===== config.mk =====
export PLATFORM = sky130hd
export DESIGN_NAME = layer_sequencer
export DESIGN_NICKNAME = d
export VERILOG_FILES = /design/src/rtl/layer_sequencer.sv
export SDC_FILE = /design/constraint.sdc
export NUM_CORES = 1
export LEC_CHECK = 0
export ABC_AREA = 1
export CAP_MARGIN = 20
export CORE_AREA = 5 5 253 255
export CTS_CLUSTER_SIZE = 25
export DETAILED_ROUTE_END_ITERATION = 8
export DIE_AREA = 0 0 258 260
export PLACE_DENSITY = 0.42
export REMOVE_ABC_BUFFERS = 1
export SYNTH_ARGS = -nofsm -noshare
export SYNTH_HDL_FRONTEND = slang
export SYNTH_SLANG_ARGS = --single-unit

===== constraint.sdc =====
create_clock -name clk -period 2.1 [get_ports clk]
set_input_delay 0.21 -clock clk [delete_from_list [all_inputs] [get_ports clk]]
set_output_delay 0.21 -clock clk [all_outputs]
set_load 0.05 [all_outputs]

===== src/rtl/layer_sequencer.sv =====
// Sequences one fully-connected layer: fetches one weight row per neuron and collects each neuron result.
// Latency: accept at cycle 0, slot k captured at end of cycle 2k+2, out_valid from cycle 2*NUM_NEURONS+1.
// Backpressure: in_ready only in IDLE (no input queueing); DONE holds out_vec stable until out_ready.
module layer_sequencer #(
    parameter int BITWIDTH    = 16,
    parameter int VEC_LEN     = 8,
    parameter int NUM_NEURONS = 8,
    parameter int ADDR_W      = 3
) (
    input  logic                            clk,
    input  logic                            rst,
    // input activation handshake
    input  logic                            in_valid,
    output logic                            in_ready,
    input  logic [VEC_LEN*BITWIDTH-1:0]     in_vec,
    // synchronous weight memory, data returns one cycle after the strobe
    output logic                            w_rd_en,
    output logic [ADDR_W-1:0]               w_addr,
    input  logic [VEC_LEN*BITWIDTH-1:0]     w_rd_data,
    // combinational neuron datapath
    output logic [VEC_LEN*BITWIDTH-1:0]     neuron_w,
    output logic [VEC_LEN*BITWIDTH-1:0]     neuron_y,
    input  logic [BITWIDTH-1:0]             neuron_value,
    // output activation handshake
    output logic                            out_valid,
    input  logic                            out_ready,
    output logic [NUM_NEURONS*BITWIDTH-1:0] out_vec,
    output logic                            busy
);

    localparam int VEC_W = VEC_LEN * BITWIDTH;
    localparam int OUT_W = NUM_NEURONS * BITWIDTH;

    // index of the final neuron; reaching it in EVAL ends the run
    localparam logic [ADDR_W-1:0] K_LAST = ADDR_W'(NUM_NEURONS - 1);

    typedef enum logic [1:0] {
        S_IDLE  = 2'd0,
        S_FETCH = 2'd1,
        S_EVAL  = 2'd2,
        S_DONE  = 2'd3
    } state_t;

    state_t              state_q, state_d;
    logic [ADDR_W-1:0]   k_q, k_d;
    logic [VEC_W-1:0]    y_q, y_d;
    logic [OUT_W-1:0]    out_q, out_d;

    // State register; reset abandons any in-flight run and clears all held data.
    always_ff @(posedge clk) begin
        if (rst) begin
            state_q <= S_IDLE;
            k_q     <= '0;
            y_q     <= '0;
            out_q   <= '0;
        end else begin
            state_q <= state_d;
            k_q     <= k_d;
            y_q     <= y_d;
            out_q   <= out_d;
        end
    end

    // Next-state and handshake decode; one FETCH/EVAL pair per neuron.
    always_comb begin
        state_d   = state_q;
        k_d       = k_q;
        y_d       = y_q;
        out_d     = out_q;
        in_ready  = 1'b0;
        w_rd_en   = 1'b0;
        out_valid = 1'b0;

        case (state_q)
            S_IDLE: begin
                in_ready = 1'b1;
                if (in_valid) begin
                    y_d     = in_vec;
                    out_d   = '0;
                    k_d     = '0;
                    state_d = S_FETCH;
                end
            end

            S_FETCH: begin
                // row k is addressed now and arrives on w_rd_data during EVAL
                w_rd_en = 1'b1;
                state_d = S_EVAL;
            end

            S_EVAL: begin
                out_d[k_q*BITWIDTH +: BITWIDTH] = neuron_value;
                if (k_q == K_LAST) begin
                    state_d = S_DONE;
                end else begin
                    k_d     = k_q + 1'b1;
                    state_d = S_FETCH;
                end
            end

            S_DONE: begin
                out_valid = 1'b1;
                if (out_ready) begin
                    state_d = S_IDLE;
                end
            end

            default: begin
                state_d = S_IDLE;
            end
        endcase
    end

    // k only changes on the EVAL->FETCH step or at accept, so it doubles as the
    // read address and naturally holds its last value outside FETCH.
    assign w_addr   = k_q;

    // Pure pass-through: all arithmetic lives in the neuron datapath.
    assign neuron_w = w_rd_data;
    assign neuron_y = y_q;
    assign out_vec  = out_q;
    assign busy     = (state_q != S_IDLE);

endmodule


==> metrics.md <==
| Metric | Value |
|---|---|
| Final hold vios | 0 |
| Clk_lat worst skew | 0.54 ns |
| Row count | 91 |
| Area of the multi-input gates | 4080 um2 |
| Outcome | complete, no violations |
| Tightest Hold Check Type | input port to flip-flop |
| Fin Clk Skew | 0.0256 ns |
| Max Cap Viol | 0 |
| Fillers | 6656 |
| WL per Instance | 31.5 um |
| Cell taking the most area after synthesis | dfxtp_1 |
| Flops & latches, synth | 261 |
| Post-route insts no fill | 2495 |
| Mux cell area share after synthesis | 0% |
| Period minus WS final | 2.00 ns |
| Global Route Usage Sum | 22.3% |
| Antenna Nets Post-Route | 0 |
| CTS clk-pin slew, worst paths | 0.06 ns |
| Top post-synthesis cells by area | dfxtp_1 48%, nor2_1 11%, buf_4 9.9%, nand3_1 7.1%, a21oi_1 6.1% |
| Setup violations, final | 0 |
| Synth warn | 0 |
| Starting Density | 17.6% |
| Max Fanout on Critical Path | 15 |
| Adder-cell share of the synthesized area | 0.580% |
| Compound-cell area share of the yosys netlist | 12.3% |
| Slowest-stage cell, CP | nor2_2 |
| Synth-to-layout area growth | 49.9% |
| Initial antenna violation count | 1 |
| Final Core Density | 26.3% |
| Vias/cell | 4.42 |
| LEAKAGE | 5.69 nW |
| Final Cycle Share | 95.4% |
| Synth Area in Simple Gates | 24.7% |
| Sequential cell area | 5230 um2 |
| Iter 0 DRT Violations | 862 |
| Die area | 67100 um2 |
| Unrepaired setup endpoints after global routing | false |
| Synthesized instance count | 1404 |
| TritonCTS buffer count | 35 |
| Layout Nets | 1964 |
| Relative slew margins | 56.4% |
| Worst path arrival time | 2.47 ns |
| Max VDD drop | 428 uV |
| Final Max Tran Viols | 0 |
| Hpwl dp | 63000 um |
| Cell Pwr Density | 873 nW/um2 |
| Vias | 11000 |
| DRC Markers | 0 |
| Total wire length | 78700 um |
| Total grt overflow | 0 |
| Post-synthesis sequential area ratio | 48.5% |
| CTS root buf | clkbuf_16 |
| Postcts setup bufs | 0 |
| Total power | 14.1 mW |
| Actual slew at the worst max-slew pin | 0.653 ns |
| Htree depth | 2 |
| Mean area per synthesized cell | 7.68 um2 |
| I/O Buffers | 410 |
| Setup crit end kind | flip-flop |
| Most frequent CP cell | inv_2 |
| Core Box Area | 61400 um2 |
| Highest-count cells in the layout ignoring fill and taps | 396 x clkdlybuf4s50_1, 310 x nor2_1, 261 x dfxtp_1 |
| CP Data Required Time | 2.57 ns |
| Post-Syn Area | 10800 um2 |
| Ports | 667 |
| Bufs on Longest Clock Path | 3 |
| Share of the synthesized area in the top cell type | 48.5% |
| Xor-xnor portion of the synthesized cell area | 0% |
| # clock sinks | 261 |
| First-pass GRT wire length | 102000 um |
| Die W | 258 um |
| # hold bufs at CTS | 0 |
| CP peak stage delay | 0.37 ns |
| Placed cells | 2436 |
| CP cell instances | inv_2, ha_1, nor2_2, inv_2, nor2_1, nand2_1, a21oi_1 |
| Pre-Repair DR Iteration Count | 5 |
| Post-synthesis cell type count | 22 |
| Largest net degree at the start of global routing | 132 |
| Largest family of logic cells by synthesized area | simple AND/OR/NAND/NOR gates |
| CP Class | flip-flop to flip-flop |
| Fmax | 0.499 GHz |
| Most common cell after layout, fill and taps aside | clkdlybuf4s50_1 |
| Die Y-Extent | 260 um |
| Post-CTS Resized | 0 |
| CP Launch Type | flip-flop |
| Layout cells sized above 1 | 8.98% |
| Vias in the first global route | 10600 |
| CTS tree | yes |
| RD Place Congestion | 0.811 |
cell type report:
class                      instances  area share [%]
sequential                       261            32.3
timing repair buffer             466            28.9
antenna                            1          0.0155
clock inverter                    10           0.728
clock buffer                      48            6.16
tap                              790            6.12
inverter                          19           0.465
multi-input combinational        900            25.2
registers in the layout, summed over array words and instances (netlist names):
name	flops
w_addr	3
state_q	2
out_vec	128
neuron_y	128
Yosys cell counts:
cell      instances
nor2_2            5
nand2_1         144
nand4_1           3
inv_2             7
or2_2             2
buf_4           142
buf_2            29
nand2_2           8
ha_1              5
a31oi_1           2
nor2_4            5
buf_6             3
a21oi_1         131
dfxtp_1         261
nand3_1         152
nor2_8            1
buf_1             2
nand4_2           1
inv_1            12
o21ai_0         131
clkbuf_1         48
nor2_1          310
per-stage QoR:
stage	setup slack [ns]	hold WS [ns]	setup TNS, ns	cell area [um2]
after global placement	0.150	0.420	0	15000
after detailed placement	0.108	0.420	0	15000
final	0.0970	0.280	0	16200
after floorplan	-3.43	0.279	-571.60	9350
after CTS	0.0573	0.245	0	16100
after global routing	0.00197	0.252	0	16200
cell families (layout without fill, tap and decap cells):
family,after synthesis,count (layout)
other,0,1
buffers and inverters,243,543
and+or+nand+nor,631,631
AOI/OAI and AO/OA,264,264
adders and majority gates,5,5
DFF,261,261
critical path, delay by kind of cell (launching register included):
family	cells	cell delay, ns
simple gates	3	0.81
fa+ha+maj	1	0.36
flops	1	0.35
buf+inv	2	0.25
compound gates	1	0.16
report_power, final:
group	internal [mW]	switching (mW)
Combinational	0.989	1.84
Sequential	5.21	0.127
Clock	3.56	2.40
metal layers:
| layer | GRT usage (%) | share of wire (%) | up-vias |
|---|---|---|---|
| met1 | 18.3 | 29 | 5047 |
| met4 | 4.79 | 2.4 | 14 |
| met5 | 8.04 | 0.94 | - |
| met2 | 34.3 | 43 | 855 |
| met3 | 26.5 | 25 | 100 |
| li1 | - | - | 5018 |
path summary, 6_finish.rpt:
path	endpoint	cells past startpoint	slack (ns)	from
worst max register to register	out_vec[51]	7	0.1	w_addr[0]
worst min-delay path	w_addr[2]	3	0.28	rst
worst min register to register	out_vec[18]	2	0.46	out_vec[18]
worst max-delay path	out_vec[51]	7	0.1	w_addr[0]
No activity file was read; power rests on OpenSTA's default activity.
